<file path="config.mk">
export PLATFORM = sky130hd
export DESIGN_NAME = decim_ctrl
export DESIGN_NICKNAME = d
export VERILOG_FILES = /design/src/rtl/decim_pkg.sv /design/src/rtl/decim_out_buf.sv /design/src/rtl/decim_ctrl.sv
export SDC_FILE = /design/constraint.sdc
export NUM_CORES = 1
export LEC_CHECK = 0
export ABC_AREA = 1
export CAP_MARGIN = 30
export CELL_PAD_IN_SITES_DETAIL_PLACEMENT = 0
export CELL_PAD_IN_SITES_GLOBAL_PLACEMENT = 1
export CORE_UTILIZATION = 29
export DETAILED_ROUTE_END_ITERATION = 16
export PLACE_DENSITY = 0.85
export SETUP_SLACK_MARGIN = 0.05
export SYNTH_ARGS = -nofsm -noshare
export SYNTH_HDL_FRONTEND = slang
export SYNTH_SLANG_ARGS = --single-unit
</file>
<file path="constraint.sdc">
create_clock -name mclk1 -period 1.6 [get_ports mclk1]
set_input_delay 0.48 -clock mclk1 [delete_from_list [all_inputs] [get_ports mclk1]]
set_output_delay 0.48 -clock mclk1 [all_outputs]
set_load 0.1 [all_outputs]
</file>
<file path="src/rtl/decim_pkg.sv">
// Shared definitions for the decimation controller: FSM encoding, rate-code
// decoding and reset constants.
package decim_pkg;

  typedef enum logic [1:0] {
    ST_IDLE   = 2'd0,
    ST_FRST   = 2'd1,
    ST_SETTLE = 2'd2,
    ST_RUN    = 2'd3
  } state_t;

  localparam logic [3:0]  MAX_RATE_CODE = 4'd7;
  localparam logic [15:0] RESET_RATE    = 16'd256;
  localparam logic [15:0] BASE_RATE     = 16'd32;

  function automatic logic code_legal(input logic [3:0] code);
    return code <= MAX_RATE_CODE;
  endfunction

  function automatic logic [15:0] rate_of(input logic [3:0] code);
    return BASE_RATE << code;
  endfunction

endpackage

</file>
<file path="src/rtl/decim_out_buf.sv">
// Single-entry output register with sticky overrun flag.
// Optional DECIM_CTRL_OVRCNT_EN adds a saturating dropped-word counter.
module decim_out_buf (
  input  logic        mclk1,
  input  logic        reset,
  input  logic        clear,
  input  logic        load,
  input  logic [15:0] load_data,
  input  logic        out_ready,
  output logic [15:0] out_data,
  output logic        out_valid,
`ifdef DECIM_CTRL_OVRCNT_EN
  output logic [15:0] ovr_count,
`endif
  output logic        overrun
);

  logic handshake;
  logic accept_word;

  assign handshake   = out_valid & out_ready;
  // A word is taken when the slot is empty or is being emptied this same cycle.
  assign accept_word = load & (~out_valid | handshake);

  // NOTE: sequential state is written with non-blocking assignments so every
  // register samples pre-edge values regardless of statement order.
  always_ff @(posedge mclk1) begin
    if (reset) begin
      out_data  <= '0;
      out_valid <= 1'b0;
      overrun   <= 1'b0;
    end else if (clear) begin
      out_valid <= 1'b0;
      overrun   <= 1'b0;
    end else begin
      if (accept_word) begin
        out_data  <= load_data;
        out_valid <= 1'b1;
      end else if (handshake) begin
        out_valid <= 1'b0;
      end
      if (load && !accept_word) overrun <= 1'b1;
    end
  end

`ifdef DECIM_CTRL_OVRCNT_EN
  always_ff @(posedge mclk1) begin
    if (reset || clear) begin
      ovr_count <= '0;
    end else if (load && !accept_word && ovr_count != 16'hFFFF) begin
      ovr_count <= ovr_count + 16'd1;
    end
  end
`endif

endmodule

</file>
<file path="src/rtl/decim_ctrl.sv">
// Decimation filter controller: config handshake, filter reset/settle
// sequencing and a single-entry output stream. Optional: DECIM_CTRL_OVRCNT_EN.
module decim_ctrl
  import decim_pkg::*;
#(
  parameter int RST_CYCLES   = 4,
  parameter int SETTLE_WORDS = 3
) (
  input  logic        mclk1,
  input  logic        reset,
  input  logic        cfg_valid,
  output logic        cfg_ready,
  input  logic [3:0]  cfg_rate_code,
  output logic        cfg_err,
  output logic        filt_reset,
  output logic [15:0] dec_rate,
  input  logic [15:0] filt_data,
  input  logic        filt_data_en,
  output logic [15:0] out_data,
  output logic        out_valid,
  input  logic        out_ready,
  output logic        overrun,
`ifdef DECIM_CTRL_OVRCNT_EN
  output logic [15:0] ovr_count,
`endif
  output logic [1:0]  state
);

  localparam int FRST_W   = (RST_CYCLES > 1) ? $clog2(RST_CYCLES) : 1;
  localparam int SETTLE_W = (SETTLE_WORDS > 1) ? $clog2(SETTLE_WORDS) : 1;
  localparam bit SKIP_SETTLE = (SETTLE_WORDS == 0);
  localparam logic [FRST_W-1:0]   FRST_LAST   = FRST_W'(RST_CYCLES - 1);
  localparam logic [SETTLE_W-1:0] SETTLE_LAST = SETTLE_W'(SKIP_SETTLE ? 0 : SETTLE_WORDS - 1);

  state_t              cur_st;
  logic [FRST_W-1:0]   frst_cnt;
  logic [SETTLE_W-1:0] settle_cnt;
  logic                cfg_fire;
  logic                cfg_go;
  logic                cfg_bad;
  logic                buf_load;

  assign cfg_ready  = (cur_st != ST_FRST);
  assign filt_reset = (cur_st == ST_IDLE) || (cur_st == ST_FRST);
  assign state      = cur_st;

  assign cfg_fire = cfg_valid & cfg_ready;
  assign cfg_go   = cfg_fire & code_legal(cfg_rate_code);
  assign cfg_bad  = cfg_fire & ~code_legal(cfg_rate_code);
  // A restart wins over a strobe landing in the same cycle.
  assign buf_load = filt_data_en & (cur_st == ST_RUN) & ~cfg_go;

  always_ff @(posedge mclk1) begin
    if (reset) begin
      cur_st     <= ST_IDLE;
      dec_rate   <= RESET_RATE;
      cfg_err    <= 1'b0;
      frst_cnt   <= '0;
      settle_cnt <= '0;
    end else begin
      cfg_err <= cfg_bad;
      if (cfg_go) begin
        dec_rate   <= rate_of(cfg_rate_code);
        cur_st     <= ST_FRST;
        frst_cnt   <= '0;
        settle_cnt <= '0;
      end else begin
        case (cur_st)
          ST_FRST: begin
            if (frst_cnt == FRST_LAST) begin
              frst_cnt <= '0;
              cur_st   <= SKIP_SETTLE ? ST_RUN : ST_SETTLE;
            end else begin
              frst_cnt <= frst_cnt + FRST_W'(1);
            end
          end
          ST_SETTLE: begin
            if (filt_data_en) begin
              if (settle_cnt == SETTLE_LAST) begin
                settle_cnt <= '0;
                cur_st     <= ST_RUN;
              end else begin
                settle_cnt <= settle_cnt + SETTLE_W'(1);
              end
            end
          end
          default: ;
        endcase
      end
    end
  end

  decim_out_buf u_out_buf (
    .mclk1     (mclk1),
    .reset     (reset),
    .clear     (cfg_go),
    .load      (buf_load),
    .load_data (filt_data),
    .out_ready (out_ready),
    .out_data  (out_data),
    .out_valid (out_valid),
`ifdef DECIM_CTRL_OVRCNT_EN
    .ovr_count (ovr_count),
`endif
    .overrun   (overrun)
  );

endmodule

</file>
# After elaboration in Yosys (flattened, before gate mapping)
# Cells that the tools add are included.
# totals
in_bits,25
out_inout_bits,39
ff_bits,41
word_cells,57
# classes
n_addsub,2
reduce_logical,12
shift,1
n_mux,9
bitwise_logic,11
eq_ne,12
order_cmp,1
# op_table
cell,n
$shl 6x4->16 const A,1
$mux 2,5
$eq 2x2->1 const B,4
$reduce_and 4->1,2
$and 1x1->1,7
$ne 3x3->1 const B,2
$add 2x1->2 const B,2
$le 4x3->1 const B,1
$ne 2x1->1 const B,2
$ne 2x2->1 const B,2
$pmux 2 s2,1
$reduce_and 2->1,2
$reduce_bool 2->1,2
$mux 1,3
$ne 3x2->1 const B,1
$not 1->1,3
$reduce_bool 3->1,1
$eq 2x1->1 const B,1
$logic_not 2->1,1
$reduce_or 2->1,1
$logic_and 1x1->1,1
$logic_not 1->1,1
$logic_or 1x1->1,1
$or 1x1->1,1

# Logic depth before layout (Yosys ltp)
# Gate-level depths: netlist (run 1).
# logic_depth
word_depth,8
ltp_mapped,8
ltp_nobuf,7

# Cells and area by module
# From an unflattened synthesis (run 1), not the netlist that was laid out.
# hier_totals
cells_unflattened,212
area_unflattened_um2,1646.6
# modules_own_cells
mod,area_per_inst_um2,seq_area_each_um2,instances,cells_per_inst
decim_out_buf,875.8,360.3,1,115
decim_ctrl,770.7,360.3,1,97

# Worst setup path before layout (run 1)
# Ideal clock, no wire load.
# synth_timing
kind,register -> register
from,reg cur_st[1] (netlist: state[1])
to,reg dec_rate[8]
arrival_time_ns,3.031
path_stages_with_launch,7
synth_period_minus_slack_ns,3.156
path_buffers,1
required_ns,1.475
setup_slack_ns,-1.556
setup_time_ns,0.125
path_cell_list,dfxtp_1 > inv_1 > nand2_2 > nand3_2 > buf_2 > a21oi_1 > o31ai_1
# synth_via
elab_chain_cells,3
# synth_rtl
element,line,rtl
from (decl),decim_ctrl.sv:35,state_t cur_st;
from (signal assigned),decim_ctrl.sv:72,cur_st <= SKIP_SETTLE ? ST_RUN : ST_SETTLE;
$ne 2x1->1,decim_ctrl.sv:43,assign cfg_ready = (cur_st != ST_FRST);
net cfg_ready,decim_ctrl.sv:12,"output logic cfg_ready,"
$and 1x1->1,decim_ctrl.sv:47,assign cfg_fire = cfg_valid & cfg_ready;
$and 1x1->1,decim_ctrl.sv:48,assign cfg_go = cfg_fire & code_legal(cfg_rate_code);
to (signal assigned),decim_ctrl.sv:63,dec_rate <= rate_of(cfg_rate_code);
to (decl),decim_ctrl.sv:16,"output logic [15:0] dec_rate,"
# The timed path passes the listed nets, and every way through them passes these cells.
# A chain may end at the register's enable or synchronous reset.

# Worst setup path after layout (run 1)
# layout_timing
from,reg cur_st[1] (netlist: state[1])
to,out cfg_ready
# layout_via
elab_chain_cells,1
# layout_rtl
element,line
$ne 2x1->1,decim_ctrl.sv:43
to (decl),decim_ctrl.sv:12
# No other way between the ends.

==> impl_metrics.json, run 1 <==
{
  "status": "complete, no violations",
  "nFillCells": 536,
  "die_x_um": 78.1,
  "holdBufCountCts": 0,
  "finalMaxSlewViolations": 0,
  "power_frac_comb_pct": 21.7,
  "placementRows": 27,
  "fin_util_pct": 53.2,
  "slowest_stage": "dfxtp_4",
  "power.density_nw_per_um2": 659,
  "dpl_cell_area_um2": 2790,
  "initial_core_util_pct": 30.3,
  "io_buffers": 58,
  "seq_area_um2": 726,
  "synth_edf_count": 0,
  "clockBufferDepth": 2,
  "finalSetupViolCount": 0,
  "routabilityCongestion": 0.727,
  "antenna_found_initial": 0,
  "async_flop_share_pct": 0,
  "finalHoldViolCount": 0,
  "post-route-period-util_pct": 96.8,
  "cts_buffers": 5,
  "grt_overflow": 0,
  "power_switching_share_pct": 29.5,
  "multi_input_area_um2": 671,
  "syn_to_final_growth_pct": 75.8,
  "ys_types": 23,
  "chipHeight_um": 78.1,
  "wirelength_mm": 4.21,
  "drc": 0,
  "cp-start-kind": "register",
  "drtIter0Drc": 38,
  "critical-path-top-delay-family": "flip-flops",
  "hp-class": "register to register",
  "core-area_um2": 5540,
  "grt.total_usage_pct": 14.2,
  "postRouteAntennaNets": 0,
  "max_stage_delay_ps": 360,
  "ios": 64,
  "clock_latency_ps": 270,
  "avgSynthCellArea_um2": 6.74,
  "power_mw": 1.94,
  "tritoncts": "done",
  "clkPwrFrac_pct": 30.5,
  "power_switching_mw": 0.574,
  "worst_setup_path_end_kind": "primary output",
  "period_needed_ps": 1550,
  "design_area_um2": 2950,
  "grt_setup_unrepaired": "yes",
  "worst-path-buf-inv": 2,
  "cts_htree_levels": 2,
  "vias": 1677,
  "dieArea_um2": 6090,
  "dp_hpwl_mm": 3.09,
  "ys_warn_count": 0,
  "synthFlopType": "dfxtp_1",
  "p_int_mw": 1.37,
  "p_leak_nw": 1.33,
  "n_antenna_cell": 0,
  "drv_cap": 0,
  "ys_ff_latch": 36,
  "worstSetupPathType": "register to primary output",
  "fin_ws_ps": 51.0,
  "syn_inst": 249,
  "cp_cell_sequence": "clkinvlp_4, nand2_8, buf_12",
  "p_seq_share_pct": 47.8,
  "drive_gt1_share_pct": 22.1,
  "path_clk_slew_ps": 70,
  "skew_ps": 4.26,
  "wl_per_cell_um": 10.6,
  "post-place-ws_ps": -185,
  "grt_pass1_vias": 1550,
  "ys_seq_area_share_pct": 43.0,
  "firstDrtPassIters": 4,
  "max_clock_freq_ghz": 0.646,
  "vias_per_cell": 4.21,
  "worst_ep_arrival_time_ps": 1070,
  "grt_max_degree": 18,
  "cp_data_required_time_ps": 1120,
  "crit_fanout": 3,
  "syn_area_um2": 1680,
  "clock-sinks": 36,
  "final_net_count": 352,
  "ir_drop_mv": 0.531,
  "root_buffer": "clkbuf_8",
  "grt_pass1_wl_mm": 6.98
}
## synth_stat cells (2+ instances only)
| library cell | count | area (um2) |
|---|---|---|
| nor2_1 | 27 | 101 |
| nand4_1 | 18 | 113 |
| nand3b_1 | 2 | 15.0 |
| buf_2 | 4 | 20.0 |
| a21oi_1 | 8 | 40.0 |
| clkbuf_1 | 3 | 11.3 |
| dfxtp_1 | 36 | 721 |
| nand3_1 | 6 | 30.0 |
| inv_1 | 67 | 251 |
| buf_4 | 5 | 37.5 |
| o21ai_0 | 7 | 35.0 |
| nand2_1 | 55 | 206 |
## registers in the layout, summed over array words and instances, names as in the netlist
name and cells:
cfg_err 1, dec_rate 11, frst_cnt 2, settle_cnt 2, state 2, u_out_buf.out_data 16, u_out_buf.out_valid 1, u_out_buf.overrun 1
## power by group through the flow
| stage | clock, mW | combinational, mW | sequential, mW |
|---|---|---|---|
| finish | 0.592 | 0.422 | 0.929 |
| floorplan | 0 | 0.189 | 1.01 |
| CTS | 0.620 | 0.420 | 0.929 |
| global placement | 0 | 0.409 | 0.949 |
| global route | 0.657 | 0.448 | 0.930 |
| detailed placement | 0 | 0.411 | 0.949 |
## worst min-delay path, stage by stage (launching register included)
cell and delay, ps:
dfxtp_1 310, nand2_1 60, a21oi_1 50
## worst paths after layout
kind	slack, ps	from	end	cells after the start
hold / removal	460	frst_cnt[1]$_SDFFE_PP0P_	frst_cnt[1]$_SDFFE_PP0P_	2
setup reg to reg	170	state[1]$_SDFFE_PP0P_	u_out_buf.out_valid$_SDFFE_PP0P_	7
setup / recovery	50	state[1]$_SDFFE_PP0P_	cfg_ready	3
hold reg to reg	460	frst_cnt[1]$_SDFFE_PP0P_	frst_cnt[1]$_SDFFE_PP0P_	2
## cell families (layout without fill, tap and decap cells)
family,count (synthesis),count (layout),share of synthesized area [%]
simple gates,114,115,31.2
fa+ha+maj,1,1,0.746
compound gates,16,16,4.92
buf+inv,81,153,20.0
flops,36,36,43.0
other cells,1,5,0.223
## per-stage QoR
step           cells  hold slack, ps  TNS (ps)
2_1_floorplan    253             442    -18040
3_5_place_dp     385             458     -3580
4_1_cts          394             469         0
6_report         398             465         0
5_1_grt          398             495         0
3_3_place_gp     385             451     -2850
## placed cells by master, fill, tap and decap left out, types with 5 or more instances in the layout
| master | n |
|---|---|
| inv_1 | 65 |
| nand2_1 | 54 |
| buf_12 | 37 |
| dfxtp_1 | 34 |
| nor2_1 | 27 |
| clkdlybuf4s50_1 | 24 |
| nand4_1 | 18 |
| buf_4 | 16 |
| a21oi_1 | 8 |
| nand3_1 | 6 |
| o21ai_0 | 5 |
| conb_1 | 5 |
| clkbuf_8 | 5 |
## per-layer routing
layer,track usage [%],share of wire [%]
met2,25.4,53
met3,3.26,3.6
met5,0,0
met1,17.0,43
met4,3.89,0.45
## final cells by class
type / count / area share (%)
Multi-Input combinational cell: 137 / 22.7
Clock inverter: 1 / 0.170
Tap cell: 72 / 3.05
Clock buffer: 6 / 2.46
Inverter: 68 / 8.78
Timing Repair Buffer: 78 / 38.2
Sequential cell: 36 / 24.6
## repair_timing
item                                    4_1_cts  5_1_grt
endpoints found under the setup margin        2       18
cloned                                        0        2
setup buffers                                 2        2
pin swaps                                     1        1
resized for setup                             0        4
No activity file was read; power rests on OpenSTA's default activity.
==> run 2: changes to the inputs <==
--- a/config.mk
+++ b/config.mk
@@ -9,9 +9,9 @@
 export CAP_MARGIN = 30
 export CELL_PAD_IN_SITES_DETAIL_PLACEMENT = 0
 export CELL_PAD_IN_SITES_GLOBAL_PLACEMENT = 1
-export CORE_UTILIZATION = 29
+export CORE_UTILIZATION = 32
 export DETAILED_ROUTE_END_ITERATION = 16
-export PLACE_DENSITY = 0.85
+export PLACE_DENSITY = 0.92
 export SETUP_SLACK_MARGIN = 0.05
 export SYNTH_ARGS = -nofsm -noshare
 export SYNTH_HDL_FRONTEND = slang
==> constraint.sdc (replaced) <==
create_clock -name mclk1 -period 2.01 [get_ports mclk1]
set_input_delay 0.603 -clock mclk1 [delete_from_list [all_inputs] [get_ports mclk1]]
set_output_delay 0.603 -clock mclk1 [all_outputs]
set_load 0.1 [all_outputs]
==> run 2 against run 1 <==
Compared with the run above:
- register-to-register slack improved by 450 ps
- non-clock buffer count decreased by 13
- setup slack gained 170 ps
- sequential power decreased by 20%
- first-iteration DRC count increased by 42%
- routed wire length down 7.7%
- die area fell by 9.1%
- critical path depth is the same
- sequential share of layout area rose by 1.3 points
- utilization is 4.2 points higher
- largest power group unchanged
- highest routed layer unchanged
==> impl_metrics.json, run 2 (synthesized netlist as in run 1, its figures left out) <==
{
  "ios": 64,
  "mostFrequentLayoutCells": "inv_1, nand2_1, buf_12",
  "met3_usage_pct": 5.01,
  "worstSetupPathType": "register to primary output",
  "postRouteAntennaNets": 0,
  "r2r_slack_ps": 620,
  "cp-start-kind": "register",
  "cts_htree_levels": 2,
  "largest_register": "u_out_buf.out_data",
  "finalSetupViolCount": 0,
  "antenna_found_initial": 0,
  "worst_setup_path_end_kind": "primary output",
  "drive_gt1_share_pct": 17.9,
  "syn_to_final_growth_pct": 67.0,
  "cts_buffers": 5,
  "post-route-period-util_pct": 88.9,
  "hold_slack_ps": 466,
  "hold-path-cell-count": 2,
  "drv_cap": 0,
  "placementRows": 25,
  "p_leak_nw": 1.26,
  "finalMaxSlewViolations": 0,
  "io_buffers": 58,
  "wl_per_cell_um": 10.2,
  "r2r_cells": 7,
  "vias_per_cell": 4.27,
  "r2r-end": "u_out_buf.out_data[8]$_SDFFE_PP0P_",
  "holdBufCountCts": 0,
  "drtIter0Drc": 54,
  "power.density_nw_per_um2": 562,
  "chipHeight_um": 74.4,
  "grt_setup_unrepaired": "no",
  "period_needed_ps": 1790,
  "clock-sinks": 36,
  "drc": 0,
  "cp_data_required_time_ps": 1410,
  "power_mw": 1.58,
  "path_clk_slew_ps": 60,
  "routabilityCongestion": 0.748,
  "hold_path_end": "dec_rate[13]$_SDFFE_PP0P_",
  "largest_register_ffs": 16,
  "crit_fanout": 6,
  "skew_ps": 3.87,
  "design_area_um2": 2800,
  "reg_top3": "u_out_buf.out_data (16), dec_rate (11)",
  "hp-class": "register to register",
  "dp_hpwl_mm": 2.97,
  "grt_use_met2_pct": 27.4,
  "vias": 1624,
  "grtUsageMet1_pct": 16.7,
  "die_x_um": 74.4,
  "grt_pass1_vias": 1458,
  "worst_ep_arrival_time_ps": 1180,
  "max_clock_freq_ghz": 0.559,
  "finalHoldViolCount": 0,
  "top_usage_layer": "met2",
  "cts_resized": 0,
  "n_antenna_cell": 0,
  "grt_max_degree": 18,
  "core-area_um2": 4880,
  "ir_drop_mv": 0.402,
  "root_buffer": "clkbuf_8",
  "dpl_cell_area_um2": 2710,
  "clockBufferDepth": 2,
  "setup_tns_ps": 0,
  "final_common_cell": "inv_1",
  "wirelength_mm": 3.89,
  "hp-start": "dec_rate[13]$_SDFFE_PP0P_",
  "clock_latency_ps": 280,
  "tritoncts": "done",
  "nFillCells": 439,
  "final_net_count": 338,
  "status": "complete, no violations",
  "grt_overflow": 0,
  "firstDrtPassIters": 4,
  "initial_core_util_pct": 34.4,
  "post_cts_buffers": 0,
  "grt_pass1_wl_mm": 6.36,
  "grt.total_usage_pct": 15.1,
  "dieArea_um2": 5540,
  "timing.rr.start": "state[1]$_SDFFE_PP0P_"
}
run 2: stage by stage:
step / util [%] / instances / setup slack [ps]
final: 57.4 / 380 / 222
after global routing: 57.4 / 380 / 161
after CTS: 57.4 / 380 / 200
after detailed placement: 55.6 / 372 / 68.5
after global placement: 55.6 / 372 / 115
after floorplan: - / 253 / -120
run 2: how the worst max path moves through the flow:
stage,from,endpoint,slack (ps),depth (start not counted)
3_3_place_gp,filt_data_en,u_out_buf.out_data[10]$_SDFFE_PP0P_,110,7
3_5_place_dp,filt_data_en,u_out_buf.out_data[3]$_SDFFE_PP0P_,70,7
6_report,state[1]$_SDFFE_PP0P_,cfg_ready,220,3
2_1_floorplan,state[1]$_SDFFE_PP0P_,u_out_buf.out_data[10]$_SDFFE_PP0P_,-120,8
5_1_grt,state[1]$_SDFFE_PP0P_,cfg_ready,160,3
4_1_cts,state[1]$_SDFFE_PP0P_,cfg_ready,200,3
run 2: final cells by class:
type | instances | area (um2) | area share [%]
flip-flops and latches | 36 | 726 | 25.9
well taps | 67 | 83.8 | 2.99
clock buffers | 8 | 90.1 | 3.21
repair buffers | 65 | 986 | 35.2
multi-input cells | 136 | 658 | 23.5
inverters | 68 | 259 | 9.24
run 2: critical path, stage by stage, from the launching register on:
cell and delay, ps:
dfxtp_4 400, clkinvlp_4 180, nand2_8 140, buf_12 180
run 2: metal layers:
metal	share of wire (%)	vias up
met3	5.3	7
li1	-	857
met5	0	-
met4	1.2	0
met2	51	43
met1	43	717
run 2: power breakdown:
| group | switching (mW) | internal, mW | total, mW |
|---|---|---|---|
| combinational | 0.199 | 0.115 | 0.314 |
| sequential | 0.0156 | 0.723 | 0.739 |
| clock | 0.243 | 0.279 | 0.523 |
